## config.mk

```make
export PLATFORM = sky130hd
export DESIGN_NAME = axil_func_regfile
export DESIGN_NICKNAME = d
export VERILOG_FILES = /design/src/rtl/axil_func_regfile.sv
export SDC_FILE = /design/constraint.sdc
export NUM_CORES = 2
export LEC_CHECK = 0
export CORE_UTILIZATION = 50
export DETAILED_ROUTE_END_ITERATION = 6
export PLACE_DENSITY = 0.67
export SLEW_MARGIN = 20
export SYNTH_ARGS = -nofsm -noshare
export SYNTH_HDL_FRONTEND = slang
export SYNTH_SLANG_ARGS = --single-unit
```

## constraint.sdc

```tcl
create_clock -name clk -period 72.8 [get_ports clk]
set_clock_uncertainty 0.2 [all_clocks]
set_input_delay 10.92 -clock clk [delete_from_list [all_inputs] [get_ports clk]]
set_output_delay 10.92 -clock clk [all_outputs]
set_load 0.03 [all_outputs]
```

## src/rtl/axil_func_regfile.sv

```systemverilog
// axil_func_regfile: AXI-lite slave holding one REG_COUNT-deep register bank per SR-IOV function, bank picked by awuser/aruser, reg 0 a read-only ID
module axil_func_regfile #(
   parameter int DATA_WIDTH = 32,
   parameter int ADDR_WIDTH = 16,
   parameter int STRB_WIDTH = DATA_WIDTH/8,
   parameter int FUNCTION_ID_WIDTH = 8,
   parameter int FUNC_COUNT = 4,
   parameter int REG_COUNT = 8,
   parameter logic [31:0] ID_VALUE = 32'h5A5A0000
) (
   input  logic                         clk,
   input  logic                         rst,
   input  logic [ADDR_WIDTH-1:0]        s_axil_awaddr,
   input  logic [FUNCTION_ID_WIDTH-1:0] s_axil_awuser,
   input  logic [2:0]                   s_axil_awprot,
   input  logic                         s_axil_awvalid,
   output logic                         s_axil_awready,
   input  logic [DATA_WIDTH-1:0]        s_axil_wdata,
   input  logic [STRB_WIDTH-1:0]        s_axil_wstrb,
   input  logic                         s_axil_wvalid,
   output logic                         s_axil_wready,
   output logic [1:0]                   s_axil_bresp,
   output logic                         s_axil_bvalid,
   input  logic                         s_axil_bready,
   input  logic [ADDR_WIDTH-1:0]        s_axil_araddr,
   input  logic [FUNCTION_ID_WIDTH-1:0] s_axil_aruser,
   input  logic [2:0]                   s_axil_arprot,
   input  logic                         s_axil_arvalid,
   output logic                         s_axil_arready,
   output logic [DATA_WIDTH-1:0]        s_axil_rdata,
   output logic [1:0]                   s_axil_rresp,
   output logic                         s_axil_rvalid,
   input  logic                         s_axil_rready
);
   localparam int ADDR_LSB = $clog2(STRB_WIDTH);
   localparam int IDX_W = $clog2(REG_COUNT);
   localparam int FI_W = FUNC_COUNT > 1 ? $clog2(FUNC_COUNT) : 1;
   localparam int UW = FUNCTION_ID_WIDTH + 1;
   localparam logic [31:0] ID_MASK = 32'((64'd1 << FUNCTION_ID_WIDTH) - 64'd1);
   typedef enum logic {IDLE, RESP} state_t;
   state_t ws, ws_n, rs, rs_n;
   logic [DATA_WIDTH-1:0] mem [FUNC_COUNT][REG_COUNT];
   logic [IDX_W-1:0] wi, ri;
   logic [FI_W-1:0] wf, rf;
   logic w_in, w_ok, r_in, aw_hs, ar_hs;
   logic [DATA_WIDTH-1:0] id_word, rd_val;
   logic unused;
   assign unused = ^{s_axil_awprot, s_axil_arprot, s_axil_awaddr, s_axil_araddr};
   always_comb begin
      wi = s_axil_awaddr[ADDR_LSB +: IDX_W];
      ri = s_axil_araddr[ADDR_LSB +: IDX_W];
      wf = s_axil_awuser[FI_W-1:0];
      rf = s_axil_aruser[FI_W-1:0];
      w_in = ((s_axil_awaddr >> ADDR_LSB) < ADDR_WIDTH'(REG_COUNT)) && ({1'b0, s_axil_awuser} < UW'(FUNC_COUNT));
      r_in = ((s_axil_araddr >> ADDR_LSB) < ADDR_WIDTH'(REG_COUNT)) && ({1'b0, s_axil_aruser} < UW'(FUNC_COUNT));
      w_ok = w_in && (wi != '0);
      id_word = DATA_WIDTH'((ID_VALUE & ~ID_MASK) | 32'(s_axil_aruser));
      rd_val = !r_in ? '0 : (ri == '0) ? id_word : mem[rf][ri];
      aw_hs = (ws == IDLE) && s_axil_awvalid && s_axil_wvalid;
      ar_hs = (rs == IDLE) && s_axil_arvalid;
      s_axil_awready = aw_hs;
      s_axil_wready = aw_hs;
      s_axil_arready = ar_hs;
      s_axil_bvalid = ws == RESP;
      s_axil_rvalid = rs == RESP;
      ws_n = (ws == IDLE) ? (aw_hs ? RESP : IDLE) : (s_axil_bready ? IDLE : RESP);
      rs_n = (rs == IDLE) ? (ar_hs ? RESP : IDLE) : (s_axil_rready ? IDLE : RESP);
   end
   always_ff @(posedge clk or posedge rst) begin
      if (rst) begin
         ws <= IDLE;
         rs <= IDLE;
         s_axil_bresp <= 2'b00;
         s_axil_rresp <= 2'b00;
         s_axil_rdata <= '0;
         for (int f = 0; f < FUNC_COUNT; f++)
            for (int r = 0; r < REG_COUNT; r++)
               mem[f][r] <= '0;
      end else begin
         ws <= ws_n;
         rs <= rs_n;
         if (aw_hs)
            s_axil_bresp <= w_ok ? 2'b00 : 2'b10;
         if (ar_hs) begin
            s_axil_rdata <= rd_val;
            s_axil_rresp <= r_in ? 2'b00 : 2'b10;
         end
         if (aw_hs && w_ok)
            for (int b = 0; b < STRB_WIDTH; b++)
               if (s_axil_wstrb[b])
                  mem[wf][wi][8*b +: 8] <= s_axil_wdata[8*b +: 8];
      end
   end
endmodule

```

==> results by group <==
GRT
  • Largest net degree at the start of global routing: 191
  • Vias in the first global route: roughly 28000
  • Grt ovf: 0
  • Antenna violations before repair: 6
  • GRT Overall Usage: roughly 26%
  • First-pass GRT wire length: 175000 microns

Routing
  • First drt pass iteration count: 7
  • Via count: ~25000
  • Metal3 WL: about 6000 microns
  • Met2 Wirelength: between 50000 and 60000 microns
  • Via density: just over 6
  • Initial drt markers: 1658
  • # DRC: 0
  • WL final: 114000 microns
  • Final ANT Viol Nets: 0
  • DR top layer: met5
  • Routed len/inst: between 20 and 30 microns
  • WL met1: 49200 microns

STA
  • Fin. Hold Viols: 0
  • Relative slew slack: between 20% and 30%
  • FMAX: 0.0425 GHz
  • TNS Setup: 0 ns
  • Final setup fails: 0
  • Hold WS: slightly below 0.3 ns
  • Final cycle utilization of the critical path: between 30% and 40%
  • Final Max Slew Viols: 0
  • Final min period: 23.51 ns
  • RSZ-0062 raised after global routing: false
  • Worst-Margin Slew: 1.18 ns

Power and ir drop
  • Leakage: 0.0252 uW
  • Sw Ratio: about 23%
  • Clock Power Share: 47.6%
  • Power per cell area: 21.9 nW/um^2
  • Int Pwr: around 850 uW
  • Seq pwr share: 47.5%
  • Net Sw Power: 246 uW
  • Combinational power share: under 10%
  • Highest ir drop seen on vdd: ~0.000021 V

Job
  • Max cap viols: 0

Placement
  • Number of instances in the placed design: between 3000 and 4000
  • Estimated wirelength of the detail-placed design: 71600 microns
  • Port bufs: between 100 and 150
  • RD Place Congestion: 0.801

Clock network
  • Clock Latency Late Sink: 0.66 ns
  • Post-CTS setup buffers: 0
  • CTS Hold Bufs: 0
  • CTS tree: built
  • H-tree Lvls: 3
  • CTS Sinks: 932
  • Clock buffer depth: 3
  • Clock root buffer: clkbuf_16
  • CTS buffer count: between 90 and 100
  • CTS resizes: 0
  • Clk slew on worst S/H paths: about 0.06 ns

Worst hold path
  • Hold Crit Class: reg2reg

Yosys
  • Seq/Total Area, Yosys: between 50% and 60%
  • Synth warnings: 0
  • Synth async-reset ratio: 100%
  • Post-synth top flop: dfrtp_1
  • Synth Cell Area: 44600 sq um
  • Syn Inst Count: around 2900
  • Synth Register Bits: 932
  • Syn_area_per_cell: roughly 15 sq um
  • EDFF count, synth: 0
  • Netlist cell types: 54

Critical path
  • Crit path max-delay family: buffers and inverters
  • Slowest stage delay, CP: 0.69 ns
  • Crit path launch type: input port
  • Critical Path RT: roughly 62 ns
  • Slowest cell on crit path: clkdlybuf4s50_1
  • Crit path kind: in2out
  • Crit path DAT: ~12 ns
  • Worst-path fanout max: 3
  • Critical path buffers and inverters: 3
  • Most common cell on crit path: clkdlybuf4s50_1
  • Worst setup EP type: primary output
  • Crit-path cells: clkdlybuf4s50_1 -> nand2_2 -> inv_1 -> clkdlybuf4s50_1

Floorplan
  • Die Width: 301 microns
  • Starting density of the core: 50.4%
  • Num ports: roughly 140
  • Die Height: roughly 300 microns
  • Core area: between 80000 and 90000 sq um
  • # rows: between 100 and 150
  • Die area: approximately 90000 sq um

Finish
  • Final cell count without fillers: around 4200
  • Fillers: ~6900
  • Layout cells sized above 1: around 49%
  • Layout area overhead: 11.9%
  • Most frequent cells in the layout: 932 x dfrtp_1, 838 x mux2_2, 155 x mux4_2
  • Final nets: a little over 3000
  • Most common cell after layout, fill and taps aside: dfrtp_1

Outcome
  • Status: finished clean
==> synth_stat cells, types with 20 or more instances <==
cell      number  area (sq um)
dfrtp_1      932         23300
mux2_2       838          9440
mux4_2       155          3490
mux2_4       144          2160
clkbuf_1     103           387
mux2i_1       83           831
nor2_8        80          1600
nand2_1       67           251
o221ai_1      47           412
buf_1         42           158
nor2_1        40           150
buf_2         33           165
o21ai_0       32           160
o22ai_1       32           200
nor2_2        31           194
nor2b_1       29           181
a211oi_1      25           188
inv_1         20          75.1
==> worst paths after layout <==
check | start | endpoint | slack, ns | cells after the start
worst max-delay path | s_axil_arvalid | s_axil_arready | 49.29 | 4
worst min-delay path | s_axil_rdata[23]$_DFFE_PP0P_ | s_axil_rdata[23]$_DFFE_PP0P_ | 0.29 | 2
worst max register to register | s_axil_bvalid$_DFF_PP0_ | mem[874]$_DFFE_PP0P_ | 69.07 | 6
worst min register to register | s_axil_rdata[23]$_DFFE_PP0P_ | s_axil_rdata[23]$_DFFE_PP0P_ | 0.29 | 2
max in group asynchronous | rst | mem[956]$_DFFE_PP0P_ | 57.65 | 7
min in group asynchronous | rst | mem[277]$_DFFE_PP0P_ | 10.61 | 2
==> cells by family after synthesis <==
family	Yosys count	synth area share, %
muxes	1220	35.7
and+or+nand+nor	299	6.12
buffers and inverters	233	2.65
AOI/OAI and AO/OA	195	3.15
other	1	0.00842
DFF	932	52.3
==> power by group through the flow <==
stage / registers [uW] / clock network [uW] / logic [uW]
3_5_place_dp: 528 / 0 / 54.4
6_report: 518 / 519 / 53.9
2_1_floorplan: 529 / 0 / 33.3
4_1_cts: 518 / 528 / 54.6
5_1_grt: 518 / 550 / 58.1
3_3_place_gp: 528 / 0 / 53.0
==> per-layer routing <==
layer	global-route usage, %	vias up
met2	41.8	667
met1	35.6	13729
li1	-	10756
met4	8.84	8
met3	4.14	195
met5	0	-
==> worst reg2reg max path, delay by kind of cell, from the launching register on <==
| family | cells | cell delay, ns |
|---|---|---|
| muxes | 1 | 0.42 |
| DFF | 1 | 0.39 |
| and+or+nand+nor | 4 | 1.91 |
| buffers and inverters | 1 | 0.69 |
==> through the flow <==
step           setup slack [ns]  utilization, %  instance area, sq um  total power, uW
2_1_floorplan             35.47               -                 44600              562
3_3_place_gp              49.25            52.6                 46500              581
3_5_place_dp              49.25            52.6                 46500              582
4_1_cts                   49.24            56.4                 49900             1100
5_1_grt                   49.21            56.4                 49800             1130
6_report                  49.29            56.4                 49900             1090
==> cell type report <==
type / instances / area [sq um] / area share, %
sequential: 932 / 23300 / 46.8
multi-input combinational: 1716 / 20100 / 40.3
clock buffer: 156 / 3040 / 6.09
timing repair buffer: 160 / 1530 / 3.06
tap: 1165 / 1460 / 2.92
clock inverter: 26 / 343 / 0.688
inverter: 20 / 82.6 / 0.166
antenna: 1 / 2.50 / 0.00502
==> state kept, by name, summed over array words and instances (netlist names) <==
register / flops
mem: 896
s_axil_bresp: 1
s_axil_bvalid: 1
s_axil_rdata: 32
s_axil_rresp: 1
s_axil_rvalid: 1
Power figures use the tool's default switching activity.
